--- src/rtl/fft_peak_detect_if.sv ---
// fft_peak_detect_if: bin stream, control and peak result bundle for fft_peak_detect
interface fft_peak_detect_if;
  logic        i_start;
  logic        i_in_valid;
  logic [31:0] i_in_data;
  logic [32:0] i_min_mag;
  logic        o_in_ready;
  logic        o_busy;
  logic        o_done;
  logic [5:0]  o_peak_bin;
  logic [32:0] o_peak_mag;
  logic        o_peak_found;
  modport master (
    output i_start, i_in_valid, i_in_data, i_min_mag,
    input  o_in_ready, o_busy, o_done, o_peak_bin, o_peak_mag, o_peak_found
  );
  modport slave (
    input  i_start, i_in_valid, i_in_data, i_min_mag,
    output o_in_ready, o_busy, o_done, o_peak_bin, o_peak_mag, o_peak_found
  );
endinterface

--- src/rtl/fft_peak_detect.sv ---
// fft_peak_detect: streaming peak-bin finder over bins SEARCH_LO..SEARCH_HI; PEAK_SQMAG_EN selects re^2+im^2 magnitude
module fft_peak_detect #(
  parameter int NBINS     = 64,
  parameter int SEARCH_LO = 1,
  parameter int SEARCH_HI = 31
) (
  input logic              clk,
  input logic              reset,
  fft_peak_detect_if.slave bus
);
  localparam int CW = $clog2(NBINS);
  typedef enum logic [2:0] {S_IDLE, S_ACCEPT, S_DRAIN1, S_DRAIN2, S_DRAIN3, S_DONE} state_t;
`ifdef PEAK_SQMAG_EN
  localparam state_t S_LAST = S_DRAIN3;
`else
  localparam state_t S_LAST = S_DRAIN2;
`endif
  state_t r_state, w_next;
  logic w_in_ready, w_busy, w_done, w_acc, w_arm, w_in_range;
  logic [CW-1:0] r_cnt, r_s1_tag, r_max_bin, r_peak_bin;
  logic r_s1_vld, r_peak_found;
  logic [32:0] r_min_mag, r_s1_mag, r_max_mag, r_peak_mag;
  logic signed [15:0] w_re, w_im;
  assign w_re = bus.i_in_data[31:16];
  assign w_im = bus.i_in_data[15:0];
  assign w_acc = bus.i_in_valid && w_in_ready;
  assign w_arm = r_state == S_IDLE && bus.i_start;
  assign w_in_range = r_s1_tag >= CW'(SEARCH_LO) && r_s1_tag <= CW'(SEARCH_HI);
  // State register
  always_ff @(posedge clk)
    r_state <= reset ? S_IDLE : w_next;
  // Next state: accept NBINS beats, flush the pipeline, then report
  always_comb begin
    w_next = r_state;
    case (r_state)
      S_IDLE:   w_next = bus.i_start ? S_ACCEPT : S_IDLE;
      S_ACCEPT: w_next = (w_acc && r_cnt == CW'(NBINS - 1)) ? S_DRAIN1 : S_ACCEPT;
      S_DRAIN1: w_next = S_DRAIN2;
      S_DRAIN2: w_next = (S_LAST == S_DRAIN2) ? S_DONE : S_DRAIN3;
      S_DRAIN3: w_next = S_DONE;
      default:  w_next = S_IDLE;
    endcase
  end
  // Moore outputs decoded from the state
  always_comb begin
    w_in_ready = r_state == S_ACCEPT;
    w_busy     = r_state != S_IDLE;
    w_done     = r_state == S_DONE;
  end
  // Bin tag counter and noise floor latched on an accepted start
  always_ff @(posedge clk) begin
    if (reset) begin
      r_cnt     <= '0;
      r_min_mag <= '0;
    end else if (w_arm) begin
      r_cnt     <= '0;
      r_min_mag <= bus.i_min_mag;
    end else if (w_acc)
      r_cnt <= r_cnt + 1'b1;
  end
`ifdef PEAK_SQMAG_EN
  logic signed [31:0] w_re2, w_im2;
  logic [31:0] r_p_re2, r_p_im2;
  logic [CW-1:0] r_p_tag;
  logic r_p_vld;
  assign w_re2 = w_re * w_re;
  assign w_im2 = w_im * w_im;
  // Square each component, then sum a cycle later to keep the multiplier and adder in separate stages
  always_ff @(posedge clk) begin
    r_p_vld  <= reset ? 1'b0 : w_acc;
    r_p_re2  <= w_re2;
    r_p_im2  <= w_im2;
    r_p_tag  <= r_cnt;
    r_s1_vld <= reset ? 1'b0 : r_p_vld;
    r_s1_mag <= {1'b0, r_p_re2} + {1'b0, r_p_im2};
    r_s1_tag <= r_p_tag;
  end
`else
  logic signed [16:0] w_re17, w_im17;
  logic [16:0] w_abs_re, w_abs_im;
  assign w_re17 = w_re;
  assign w_im17 = w_im;
  assign w_abs_re = w_re17[16] ? -w_re17 : w_re17;
  assign w_abs_im = w_im17[16] ? -w_im17 : w_im17;
  // L1 magnitude in 17 bits so that |-32768| stays exact
  always_ff @(posedge clk) begin
    r_s1_vld <= reset ? 1'b0 : w_acc;
    r_s1_mag <= {16'b0, w_abs_re + w_abs_im};
    r_s1_tag <= r_cnt;
  end
`endif
  // Running maximum over the search window; strict compare keeps the lowest bin on ties
  always_ff @(posedge clk) begin
    if (reset || w_arm) begin
      r_max_mag <= '0;
      r_max_bin <= CW'(SEARCH_LO);
    end else if (r_s1_vld && w_in_range && r_s1_mag > r_max_mag) begin
      r_max_mag <= r_s1_mag;
      r_max_bin <= r_s1_tag;
    end
  end
  // Result registers load on the last drain cycle so they are visible with done
  always_ff @(posedge clk) begin
    if (reset) begin
      r_peak_bin   <= '0;
      r_peak_mag   <= '0;
      r_peak_found <= 1'b0;
    end else if (r_state == S_LAST) begin
      r_peak_bin   <= r_max_bin;
      r_peak_mag   <= r_max_mag;
      r_peak_found <= r_max_mag > r_min_mag;
    end
  end
  assign bus.o_in_ready   = w_in_ready;
  assign bus.o_busy       = w_busy;
  assign bus.o_done       = w_done;
  assign bus.o_peak_bin   = r_peak_bin;
  assign bus.o_peak_mag   = r_peak_mag;
  assign bus.o_peak_found = r_peak_found;
endmodule

--- src/flat_wrapper.sv ---
// flat-port wrapper written by rule: the top's interface ports become plain ports
module fft_peak_detect_flat 
#(
  parameter int NBINS     = 64,
  parameter int SEARCH_LO = 1,
  parameter int SEARCH_HI = 31
)
  (clk, reset, bus_i_start, bus_i_in_valid, bus_i_in_data, bus_i_min_mag, bus_o_in_ready, bus_o_busy, bus_o_done, bus_o_peak_bin, bus_o_peak_mag, bus_o_peak_found);
  fft_peak_detect_if bus_i ();
  input logic clk;
  input logic reset;
  input wire logic [$bits(bus_i.i_start)-1:0] bus_i_start;
  input wire logic [$bits(bus_i.i_in_valid)-1:0] bus_i_in_valid;
  input wire logic [$bits(bus_i.i_in_data)-1:0] bus_i_in_data;
  input wire logic [$bits(bus_i.i_min_mag)-1:0] bus_i_min_mag;
  output wire logic [$bits(bus_i.o_in_ready)-1:0] bus_o_in_ready;
  output wire logic [$bits(bus_i.o_busy)-1:0] bus_o_busy;
  output wire logic [$bits(bus_i.o_done)-1:0] bus_o_done;
  output wire logic [$bits(bus_i.o_peak_bin)-1:0] bus_o_peak_bin;
  output wire logic [$bits(bus_i.o_peak_mag)-1:0] bus_o_peak_mag;
  output wire logic [$bits(bus_i.o_peak_found)-1:0] bus_o_peak_found;
  assign bus_i.i_start = bus_i_start;
  assign bus_i.i_in_valid = bus_i_in_valid;
  assign bus_i.i_in_data = bus_i_in_data;
  assign bus_i.i_min_mag = bus_i_min_mag;
  assign bus_o_in_ready = bus_i.o_in_ready;
  assign bus_o_busy = bus_i.o_busy;
  assign bus_o_done = bus_i.o_done;
  assign bus_o_peak_bin = bus_i.o_peak_bin;
  assign bus_o_peak_mag = bus_i.o_peak_mag;
  assign bus_o_peak_found = bus_i.o_peak_found;
  fft_peak_detect #(.NBINS(NBINS), .SEARCH_LO(SEARCH_LO), .SEARCH_HI(SEARCH_HI)) u_core (.clk(clk), .reset(reset), .bus(bus_i));
endmodule
--- config.mk ---
export PLATFORM = sky130hd
export DESIGN_NAME = fft_peak_detect_flat
export DESIGN_NICKNAME = d
export VERILOG_FILES = /design/src/rtl/fft_peak_detect_if.sv /design/src/rtl/fft_peak_detect.sv /design/src/flat_wrapper.sv
export SDC_FILE = /design/constraint.sdc
export NUM_CORES = 1
export LEC_CHECK = 0
export CELL_PAD_IN_SITES_DETAIL_PLACEMENT = 0
export CELL_PAD_IN_SITES_GLOBAL_PLACEMENT = 2
export CORE_MARGIN = 2
export CORE_UTILIZATION = 33
export CTS_CLUSTER_SIZE = 30
export DETAILED_ROUTE_END_ITERATION = 8
export GPL_ROUTABILITY_DRIVEN = 0
export GPL_TIMING_DRIVEN = 0
export PLACE_DENSITY_LB_ADDON = 0.1
export SYNTH_ARGS = -nofsm -noshare
export SYNTH_HDL_FRONTEND = slang
export SYNTH_SLANG_ARGS = --single-unit
--- constraint.sdc ---
create_clock -name clk -period 9.06 [get_ports clk]
set_input_delay 1.359 -clock clk [delete_from_list [all_inputs] [get_ports clk]]
set_output_delay 1.359 -clock clk [all_outputs]
set_load 0.02 [all_outputs]
# Yosys cells after proc, flatten, opt, wreduce, memory -nomap -nowiden
# Index checks and enable logic that the tools add are counted.
# totals
reg_bits	113
inputBits	69
output_inout_bits	43
word_cells	41
# op_classes
n_addsub	4
n_lt_le_gt_ge	4
n_eq_ne	6
muxes	5
reduce_logical	11
# ops
op	n
two-way mux 17 bit	2
negation 16 -> 17 bit	2
greater-than comparator 17 x 33 -> 1 bit	1
adder 17 bit	1
greater-than comparator 17 bit	1
one-hot mux 3 bit (4 select lines)	1
adder 6 x 1 -> 6 bit, second input constant	1
equality test 3 x 2 -> 1 bit, second input constant	2
equality test 3 bit, second input constant	2
equality test 6 bit, second input constant	1
>= comparator 6 x 1 -> 1 bit, second input constant	1
<= comparator 6 x 5 -> 1 bit, second input constant	1
logical AND 1 bit	6
OR reduction 2 bit	2
equality test 3 x 1 -> 1 bit, second input constant	1
zero test 3 bit	1
nonzero test 3 bit	1
two-way mux 2 bit	1
logical OR 1 bit	1
two-way mux 1 bit	1

# Depth between registers and ports, before layout
# Gate-level depths: netlist (run 1).
# logic_depth
depth_word	5
ltp_mapped	12
depth_no_buf	12

# Worst setup path before layout (run 1)
# No wires, ideal clock.
# synth_path
kind	input to register
start	input port bus_i_in_data[22]
end	register u_core.r_s1_mag[16]
setup_ps	130
arrival_ps	4056
required_ps	8930
path_slack_ps	4875
path_stages	9
n_path_buf	0
path_cell_list	or4_1 -> or4b_1 -> o31a_1 -> xor2_1 -> ha_1 -> a21oi_1 -> o21ai_0 -> a2111oi_0 -> a21oi_1
# synth_between
elab_chain_cells	3
# synth_lines
item	line	source
from (decl)	flat_wrapper.sv:14	input wire logic [$bits(bus_i.i_in_data)-1:0] bus_i_in_data;
negation 16 -> 17 bit	fft_peak_detect.sv:83	assign w_abs_re = w_re17[16] ? -w_re17 : w_re17;
two-way mux 17 bit *	fft_peak_detect.sv:83	
adder 17 bit *	fft_peak_detect.sv:88	r_s1_mag <= {16'b0, w_abs_re + w_abs_im};
to (signal assigned)	fft_peak_detect.sv:88	
to (decl)	fft_peak_detect.sv:22	logic [32:0] r_min_mag, r_s1_mag, r_max_mag, r_peak_mag;
# Mark *: on every way between the ends. The rest lies on a longest branch, timed or not.
# A chain may end at the register's enable or synchronous reset.

# Final worst setup path (run 1)
# Same ends and word-level chain as after synthesis.

==> out/qor.csv, run 1 <==
stage;metric;value;unit
timing;Slew HR;49.15;%
clock_network;setup bufs post-CTS;0;
clock_network;CTS Buf Count;17;
routing;wire per inst;13.64;microns
routing;initial DRC count;153;
timing;clock skew after layout;0.006878;ns
clock_network;Post-CTS Hold Fix Bufs;0;
timing;setup TNS;0;ns
power;sequential power share;34.8;%
global_route;number of global-route vias before repair;5351;
worst_hold_path;HP Class;flip-flop to flip-flop;
run_status;status;complete, no violations;
timing;fin crit share;52.47;%
synthesis;Post-Synthesis Cells;766;
routing;vias post-DR;5373;
routing;total iterations of the first detailed-routing run;5;
setup_path;worst-path maximum fanout;9;
setup_path;setup slack, reg-to-reg;6.12;ns
power;clock share of power;45.2;%
placed_design;DP Worst Slack;3.918;ns
placed_design;Post-DP HPWL;12500;microns
placed_design;placed inst area;7468;sq um
power;Combinational Power Share;19.9;%
timing;Tightest Pin Transition;0.7592;ns
setup_path;crit end category;flip-flop;
power;Psw;0.4227;mW
routing;Vias/cell;4.709;
global_route;total grt overflow;0;
global_route;largest net degree at the start of global routing;17;
power;Design Power;1.622;mW
timing;RSZ-0062 raised after global routing;no;
floorplan;row cnt;50;
power;Sw Ratio;26.06;%
setup_path;Worst Path Arrival;5.03;ns
cells_and_area;cell area after layout;8123;sq um
routing;DR DRC count;0;
timing;Slew Limit Fails;0;
floorplan;Initial Util;33.36;%
floorplan;die area;19830;sq um
placed_design;number of port buffers;94;
setup_path;CP max stage cell;or4_1;
power;Max VDD drop;0.1169;mV
setup_path;critical path startpoint category;primary input;
setup_path;Critical Path RT;9.34;ns
timing;Hold Violations, Final;0;
clock_network;Worst-path clk slew;0.05;ns
cells_and_area;post-layout util;43.86;%
synthesis;dominant synthesized flop cell;dfxtp_1;
floorplan;Core ar.;18520;sq um
synthesis;Seq/Total Area, Yosys;36.61;%
clock_network;clock buffer depth;2;
clock_network;post-CTS sizing;0;
synthesis;Avg Cell Area, Syn;8.066;sq um
setup_path;Setup CP Type;primary input to flip-flop;
setup_path;most frequent CP cell;a21oi_1;
clock_network;CTS tree;done;
cells_and_area;Layout Nets;1017;
timing;fmax;0.2104;GHz
synthesis;YS warnings;0;
floorplan;die width;140.8;microns
power;pwr dens;199.7;nW/um^2
global_route;global-route wire length before repair;25450;microns
cells_and_area;commonest non-fill, non-tap cells in the layout;nand2_1, dfxtp_1, clkdlybuf4s50_1, a21oi_1, ha_1;
power;Int Pwr;1.199;mW
floorplan;Top Ports;112;
global_route;initial antenna violation count;0;
floorplan;die height;140.8;microns
power;Leak;3.194;nW
synthesis;fraction of registers with async set or reset after synthesis;0;%
cells_and_area;commonest non-fill, non-tap cell in the layout;nand2_1;
global_route;Total GRT Usage;16.05;%
setup_path;worst-path cell chain;clkdlybuf4s50_1, or4_1, or4b_1, o31a_1, xor2_1, ha_1, a21oi_1, o21ai_0, a2111oi_0, a21oi_1;
clock_network;H-tree Lvls;4;
synthesis;FF+latch count, synth;113;
run;Max Cap Viol;0;
routing;Post-Route WL;15570;microns
setup_path;slowest cell delay on critical path;0.60;ns
synthesis;Post-synth EDFFs;0;
timing;Min Clock Period, post-route;4.754;ns
clock_network;clock insertion delay at the later pin of the skew report;0.41;ns
routing;DRT antenna net count;0;
clock_network;CTS Root Cell;clkbuf_16;
timing;# setup viols final;0;
synthesis;mapped cell area;6178;sq um
synthesis;post-synth cell types;54;
cells_and_area;ANT cells;0;
cells_and_area;share of layout cells above drive strength 1;6.284;%
cells_and_area;Layout area overhead;31.47;%
timing;worst setup margin;4.306;ns
clock_network;total clock sinks;113;
==> routing by layer <==
layer | GRT usage (%) | vias up | share of wire (%)
met3 | 3.057 | 8 | 2.9
met5 | 0 | - | 0
met2 | 29.83 | 92 | 52
li1 | - | 2837 | -
met1 | 18.49 | 2436 | 45
met4 | 5.211 | 0 | 0.94
==> cell usage after synthesis, types with 2 or more instances <==
cell type,n,area (sq um)
xor2_1,10,87.58
nand2b_1,8,50.05
nor3b_1,2,15.01
and4_1,2,17.52
a221oi_1,2,17.52
or2_2,5,31.28
or4_1,5,37.54
o211a_1,2,20.02
buf_4,16,120.1
o21ai_0,22,110.1
a211oi_1,7,52.55
xnor2_1,31,271.5
a21o_1,18,135.1
nor2b_1,6,37.54
o211ai_1,3,22.52
nand3_1,7,35.03
ha_1,53,663.1
or3_1,3,18.77
nand3b_1,3,22.52
mux2i_1,24,240.2
a31oi_1,2,12.51
nor3_1,9,45.04
nor2_1,26,97.59
dfxtp_1,113,2262
nand4_1,10,62.56
and2_1,4,25.02
inv_1,49,183.9
a21oi_1,82,410.4
nor4_1,4,25.02
nand2_1,176,660.6
and3_1,3,18.77
buf_2,2,10.01
o31ai_1,7,52.55
clkbuf_1,30,112.6
==> power by group through the flow <==
stage,sequential (mW),combinational [mW],clock (mW)
final,0.565,0.323,0.734
after global routing,0.569,0.370,0.773
after CTS,0.565,0.327,0.751
after detailed placement,0.575,0.324,0
after global placement,0.574,0.320,0
after floorplan,0.566,0.230,0
==> area by class of cell <==
| class | count | area (sq um) |
|---|---|---|
| fillers | 1855 | 10400 |
| multi-input cells | 571 | 3546 |
| flip-flops and latches | 113 | 2262 |
| repair buffers | 94 | 940.9 |
| clock buffers | 22 | 474.2 |
| well taps | 234 | 292.8 |
| plain buffers | 48 | 242.7 |
| inverters | 49 | 183.9 |
| clock inverters | 10 | 180.2 |
==> sequential cells by signal (all words and copies together), names as in the netlist <==
signal and count:
u_core.bus.o_peak_bin 6, u_core.bus.o_peak_found 1, u_core.bus.o_peak_mag 17, u_core.r_cnt 6, u_core.r_max_bin 6, u_core.r_max_mag 17
u_core.r_min_mag 33, u_core.r_s1_mag 17, u_core.r_s1_tag 6, u_core.r_s1_vld 1, u_core.r_state 3
==> path summary, 6_finish.rpt <==
check,end,start,cells past startpoint
worst max-delay path,u_core.r_s1_mag[16],bus_i_in_data[22],10
worst min-delay path,u_core.r_s1_tag[5],u_core.r_cnt[5],0
worst max register to register,u_core.r_max_mag[1],u_core.r_max_mag[16],8
worst min register to register,u_core.r_s1_tag[5],u_core.r_cnt[5],0
==> per-stage QoR <==
stage	cells	hold WS (ns)
after global routing	1141	0.3957
after global placement	1109	0.3724
after floorplan	781	0.3563
final	1141	0.3788
after detailed placement	1109	0.3749
after CTS	1141	0.3822
==> cell families after synthesis <==
kind of cell,Yosys count,synth area share [%]
AO/OA/AOI/OAI,156,15.09
XOR/XNOR,41,5.812
adder cells (fa/ha/maj),54,11.06
buffers and inverters,97,6.906
flip-flops,113,36.61
multiplexers,24,3.888
other,1,0.06070
AND/OR/NAND/NOR,280,20.57
==> critical path: cells and delay by family <==
family | cells | cell delay, ns
fa+ha+maj | 1 | 0.37
xor+xnor | 1 | 0.17
simple gates | 2 | 1.18
buf+inv | 1 | 0.45
compound gates | 5 | 1.50
Note: power is estimated with default switching activity, not from simulation.
==> run 2: changes to the inputs <==
- CORE_UTILIZATION: 33 -> 28
- clock period: 9.06 -> 4.2 ns (I/O delays scaled with it)
==> out/qor.csv, run 2 (same netlist as run 1, synthesis figures left out) <==
stage;metric;value;unit;change
floorplan;die height;152.5;microns;+8.3%
worst_hold_path;hold endpoint;u_core.r_s1_tag[5];;
floorplan;row cnt;54;;+8.0%
clock_network;clock buffer depth;2;;unchanged
worst_hold_path;Hold Path Cell Cnt;0;;unchanged
clock_network;CTS Root Cell;clkbuf_16;;
global_route;met1 Resource Use GR;17.84;%;-0.65 points
power;Design Power;3.556;mW;+120%
timing;Tightest Pin Transition;0.6720;ns;-0.08721 ns
routing;DRT antenna net count;0;;unchanged
clock_network;post-CTS sizing;0;;unchanged
cells_and_area;share of layout cells above drive strength 1;6.298;%;+0.014 points
global_route;largest net degree at the start of global routing;17;;unchanged
global_route;number of global-route vias before repair;5492;;+2.6%
power;Leak;3.206;nW;+0.37%
power;Combinational Power Share;19.8;%;about the same
setup_path;Critical Path RT;4.47;ns;-4.87 ns
timing;Slew Limit Fails;0;;unchanged
floorplan;Top Ports;112;;unchanged
setup_path;crit end category;flip-flop;;
clock_network;Post-CTS Hold Fix Bufs;0;;unchanged
cells_and_area;Finished Layout Cells;1185;;+3.9%
routing;wire per inst;13.88;microns;+1.8%
power;sequential power share;34.3;%;-0.5 points
global_route;met3 usage;2.901;%;-0.16 points
floorplan;Core ar.;21760;sq um;+17%
timing;fmax;0.2522;GHz;
cells_and_area;max reg flops;33;;unchanged
clock_network;total clock sinks;113;;unchanged
setup_path;R2R cell count;8;;unchanged
cells_and_area;Layout Nets;1017;;unchanged
timing;worst setup margin;0.2355;ns;-4.071 ns
setup_path;setup slack, reg-to-reg;1.35;ns;-4.77 ns
clock_network;Worst-path clk slew;0.05;ns;about the same
global_route;Total GRT Usage;14.54;%;-1.5 points
power;Int Pwr;2.643;mW;+120%
timing;Min Clock Period, post-route;3.964;ns;
routing;initial DRC count;141;;-7.8%
timing;Slew HR;54.93;%;+5.8 points
timing;Hold Violations, Final;0;;unchanged
worst_hold_path;hold path startpoint;u_core.r_cnt[5];;
floorplan;die area;23270;sq um;+17%
setup_path;critical path startpoint category;primary input;;
power;Max VDD drop;0.2761;mV;+140%
timing;# setup viols final;0;;unchanged
floorplan;die width;152.5;microns;+8.3%
timing;setup TNS;0;ns;unchanged
power;clock share of power;46.0;%;+0.8 points
cells_and_area;Top reg by flops;u_core.r_min_mag;;
run_status;status;complete, no violations;;
placed_design;number of port buffers;94;;unchanged
power;Psw;0.9130;mW;+120%
global_route;total grt overflow;0;;unchanged
global_route;GR peak layer;met2;;
setup_path;Crit Reg-Reg Endpoint;u_core.r_max_mag[5];;
routing;Post-Route WL;16450;microns;+5.7%
routing;Vias/cell;4.518;;-4.1%
setup_path;worst-path maximum fanout;9;;unchanged
cells_and_area;ANT cells;0;;unchanged
routing;total iterations of the first detailed-routing run;4;;-1
global_route;global-route wire length before repair;27370;microns;+7.6%
placed_design;DP Worst Slack;-0.1684;ns;-4.086 ns
timing;RSZ-0062 raised after global routing;no;;
worst_hold_path;HP Class;flip-flop to flip-flop;;
setup_path;Worst Path Arrival;4.24;ns;-0.79 ns
clock_network;setup bufs post-CTS;0;;unchanged
placed_design;Post-Place Cells;1155;;+4.1%
power;Sw Ratio;25.68;%;-0.38 points
placed_design;placed inst area;7526;sq um;+0.77%
floorplan;Initial Util;28.40;%;-5.0 points
run;Max Cap Viol;0;;unchanged
clock_network;CTS Buf Count;17;;unchanged
cells_and_area;Layout area overhead;32.71;%;
routing;DR DRC count;0;;unchanged
cells_and_area;fill cell count;2255;;+22%
cells_and_area;cell area after layout;8199;sq um;+0.94%
timing;fin crit share;94.39;%;
setup_path;Setup CP Type;primary input to flip-flop;;
cells_and_area;commonest non-fill, non-tap cell in the layout;nand2_1;;
power;pwr dens;433.7;nW/um^2;+120%
setup_path;worst flop-to-flop path startpoint;u_core.r_max_mag[16];;
clock_network;clock insertion delay at the later pin of the skew report;0.41;ns;about the same
clock_network;CTS tree;done;;
global_route;GR Util met2;25.65;%;-4.2 points
clock_network;H-tree Lvls;4;;unchanged
timing;clock skew after layout;0.008038;ns;+0.001160 ns
routing;vias post-DR;5354;;-0.35%
placed_design;Post-DP HPWL;13270;microns;+6.2%
cells_and_area;commonest non-fill, non-tap cells in the layout;nand2_1, dfxtp_1, clkdlybuf4s50_1, a21oi_1, ha_1;;
global_route;initial antenna violation count;0;;unchanged
## run 2: cell types whose count changed in the layout (fill, tap and decap cells not counted)
cell	before	now
clkinv_4	0	1
bufinv_16	5	6
clkinvlp_4	2	1
clkinv_2	3	2
clkbuf_1	32	30
## run 2: area by class of cell
type | count | area (sq um) | share of cell area [%]
Timing Repair Buffer | 94 | 940.9 | 11.48
Multi-Input combinational cell | 571 | 3546 | 43.25
Inverter | 49 | 183.9 | 2.243
Sequential cell | 113 | 2262 | 27.59
Tap cell | 280 | 350.3 | 4.273
Clock buffer | 20 | 466.7 | 5.692
Buffer | 48 | 242.7 | 2.960
Clock inverter | 10 | 206.4 | 2.518
## run 2: through the flow
| step | util (%) | hold WS, ns |
|---|---|---|
| 2_1_floorplan | - | 0.3563 |
| 3_3_place_gp | 34.59 | 0.3739 |
| 3_5_place_dp | 34.59 | 0.3748 |
| 4_1_cts | 37.69 | 0.3819 |
| 5_1_grt | 37.69 | 0.3973 |
| 6_report | 37.69 | 0.3811 |
## run 2: worst max-delay path, stage by stage
cell and delay [ns]:
clkdlybuf4s50_1 0.45, or4_1 0.60, or4b_1 0.59, o31a_1 0.31, xor2_1 0.16, ha_1 0.38
a21oi_1 0.33, o21ai_0 0.16, a2111oi_0 0.46, a21oi_1 0.15
## run 2: per-layer routing
layer,routed length [microns],vias to the layer above,share of wire [%]
met5,0,-,0
met3,558,17,3.4
met4,218,0,1.3
met2,8163,83,50
met1,7512,2423,46
li1,-,2831,-
## run 2: power by group through the flow
stage	combinational, mW	sequential (mW)	clock (mW)
after floorplan	0.496	1.22	0
after global placement	0.701	1.24	0
after detailed placement	0.709	1.24	0
after CTS	0.714	1.22	1.67
after global routing	0.808	1.23	1.73
final	0.702	1.22	1.64
## run 2: worst max-delay path by stage
stage	from	to	slack, ns	cells after the start
global placement	bus_i_in_data[22]	u_core.r_s1_mag[16]	-0.21	10
floorplan	bus_i_in_data[22]	u_core.r_s1_mag[16]	0.74	9
detailed placement	bus_i_in_data[20]	u_core.r_s1_mag[16]	-0.17	10
CTS	bus_i_in_data[20]	u_core.r_s1_mag[16]	0.24	10
finish	bus_i_in_data[22]	u_core.r_s1_mag[16]	0.24	10
global route	bus_i_in_data[20]	u_core.r_s1_mag[16]	0.01	10
==> run 3: changes to the inputs <==
- CORE_UTILIZATION: 28 -> 31
- PLACE_DENSITY: unset -> 0.83
- PLACE_DENSITY_LB_ADDON: 0.1 -> unset
- clock period: 4.2 -> 4.3 ns (I/O delays scaled with it)
==> out/qor.csv, run 3 (same netlist as run 1, synthesis figures left out) <==
stage;metric;value;unit;change
cells_and_area;commonest non-fill, non-tap cells in the layout;nand2_1, dfxtp_1, clkdlybuf4s50_1, a21oi_1, ha_1;;
floorplan;die area;21080;sq um;-9.4%
setup_path;Setup CP Type;primary input to flip-flop;;
placed_design;Post-DP HPWL;12130;microns;-8.6%
cells_and_area;ANT cells;0;;unchanged
cells_and_area;Layout area overhead;31.53;%;
setup_path;Worst path depth;10;;unchanged
placed_design;Post-Place Cells;1140;;-1.3%
timing;WHS;0.3798;ns;-0.001274 ns
timing;RSZ-0062 raised after global routing;no;;
setup_path;crit end category;flip-flop;;
routing;vias post-DR;5370;;+0.30%
clock_network;CTS Buf Count;17;;unchanged
cells_and_area;Finished Layout Cells;1172;;-1.1%
clock_network;Post-CTS Hold Fix Bufs;0;;unchanged
timing;Hold Violations, Final;0;;unchanged
placed_design;placed inst area;7507;sq um;-0.25%
cells_and_area;commonest non-fill, non-tap cell in the layout;nand2_1;;
global_route;Total GRT Usage;15.05;%;+0.51 points
routing;initial DRC count;175;;+24%
power;Leak;3.166;nW;-1.2%
clock_network;Worst-path clk slew;0.06;ns;about the same
cells_and_area;Layout Nets;1017;;unchanged
power;pwr dens;410.1;nW/um^2;-5.4%
routing;DR DRC count;0;;unchanged
routing;Vias/cell;4.582;;+1.4%
power;Max VDD drop;0.2620;mV;-5.1%
routing;met3 wire len;633;microns;+13%
setup_path;cell family with most CP delay;compound AO/OA/AOI/OAI gates;;
routing;total iterations of the first detailed-routing run;4;;unchanged
clock_network;CTS tree;done;;
setup_path;slowest cell delay on critical path;0.58;ns;-0.02 ns
timing;Min Clock Period, post-route;4.005;ns;
floorplan;die width;145.2;microns;-4.8%
cells_and_area;cell area after layout;8127;sq um;-0.89%
timing;Tightest Pin Transition;0.7014;ns;+0.02938 ns
timing;clock skew after layout;0.006171;ns;-0.001867 ns
setup_path;Worst Path Arrival;4.29;ns;+0.05 ns
setup_path;critical path startpoint category;primary input;;
setup_path;most frequent CP cell;a21oi_1;;
worst_hold_path;HP Class;flip-flop to flip-flop;;
timing;fin crit share;93.14;%;
setup_path;R2R cell count;8;;unchanged
global_route;largest net degree at the start of global routing;17;;unchanged
timing;fmax;0.2497;GHz;
global_route;number of global-route vias before repair;5274;;-4.0%
clock_network;clock buffer depth;2;;unchanged
global_route;global-route wire length before repair;25790;microns;-5.8%
run;Max Cap Viol;0;;unchanged
cells_and_area;Top reg by flops;u_core.r_min_mag;;
setup_path;worst-path cell chain;clkdlybuf4s50_1, or4_1, or4b_1, o31a_1, xor2_1, ha_1, a21oi_1, o21ai_0, a2111oi_0, a21oi_1;;
clock_network;clock insertion delay at the later pin of the skew report;0.42;ns;about the same
setup_path;Worst Path Buf+Inv;1;;unchanged
timing;# setup viols final;0;;unchanged
placed_design;number of port buffers;94;;unchanged
run_status;status;complete, no violations;;
setup_path;Critical Path RT;4.58;ns;+0.11 ns
routing;Post-Route WL;15300;microns;-7.0%
timing;Slew HR;53.02;%;-1.9 points
global_route;total grt overflow;0;;unchanged
clock_network;H-tree Lvls;4;;unchanged
timing;Slew Limit Fails;0;;unchanged
cells_and_area;max reg flops;33;;unchanged
floorplan;Initial Util;31.64;%;+3.2 points
clock_network;CTS Root Cell;clkbuf_16;;
routing;met2 WL post-DR;7142;microns;-13%
clock_network;post-CTS sizing;0;;unchanged
clock_network;setup bufs post-CTS;0;;unchanged
floorplan;row cnt;51;;-5.6%
floorplan;Top Ports;112;;unchanged
routing;DRT antenna net count;0;;unchanged
routing;wire per inst;13.05;microns;-6.0%
setup_path;worst-path maximum fanout;9;;unchanged
floorplan;die height;145.2;microns;-4.8%
routing;max layer used;met4;;
worst_hold_path;Hold Path Cell Cnt;0;;unchanged
global_route;initial antenna violation count;0;;unchanged
cells_and_area;share of layout cells above drive strength 1;6.395;%;+0.096 points
routing;M1 WL;7287;microns;-3.0%
clock_network;total clock sinks;113;;unchanged
floorplan;Core ar.;19530;sq um;-10%
setup_path;CP max stage cell;or4b_1;;
[run 3: cell count changes in the layout (fill, tap and decap cells not counted)]
cell,change
clkinv_2,+1
clkbuf_8,-3
clkbuf_1,+1
clkinv_4,+1
bufinv_16,-2
clkinvlp_4,+4
[run 3: layout make-up]
type / count / area, sq um
fill: 2062 / 11400
tap: 265 / 331.6
sequential: 113 / 2262
clock inverter: 14 / 190.2
inverter: 49 / 183.9
multi-input combinational: 571 / 3546
timing repair buffer: 94 / 940.9
clock buffer: 18 / 429.2
buffer: 48 / 242.7
[run 3: worst register-to-register path, delay by kind of cell (launching register included)]
family | cells | cell delay (ns)
fa+ha+maj | 1 | 0.31
mux | 1 | 0.22
simple gates | 2 | 0.40
compound gates | 2 | 0.83
flops | 1 | 0.45
buf+inv | 2 | 0.51
[run 3: metrics by stage]
step	setup TNS (ns)	worst slack [ns]	util (%)	power (mW)
6_report	0	0.2949	41.62	3.333
5_1_grt	0	0.1300	41.62	3.525
4_1_cts	0	0.3581	41.62	3.374
3_5_place_dp	-0.07150	-0.07150	38.45	1.896
3_3_place_gp	-0.1256	-0.1256	38.45	1.894
2_1_floorplan	0	0.8287	-	1.678
[run 3: path summary, 6_finish.rpt]
check                             end            startpoint  slack (ns)
hold reg to reg    u_core.r_s1_tag[5]       u_core.r_cnt[5]        0.38
setup / recovery  u_core.r_s1_mag[16]     bus_i_in_data[20]        0.29
hold / removal     u_core.r_s1_tag[5]       u_core.r_cnt[5]        0.38
setup reg to reg  u_core.r_max_mag[1]  u_core.r_max_mag[16]        1.50
[run 3: where the power goes]
part           leakage (nW)  switching [mW]  internal (mW)
Clock                 0.288           0.497          0.965
Sequential            0.922          0.0511           1.14
Combinational          1.96           0.363          0.319
[run 3: routing by layer]
metal  vias up  GRT usage [%]
li1       2826              -
met1      2405          18.92
met2       120          25.40
met3        19          3.239
met4         0          5.441
met5         -              0
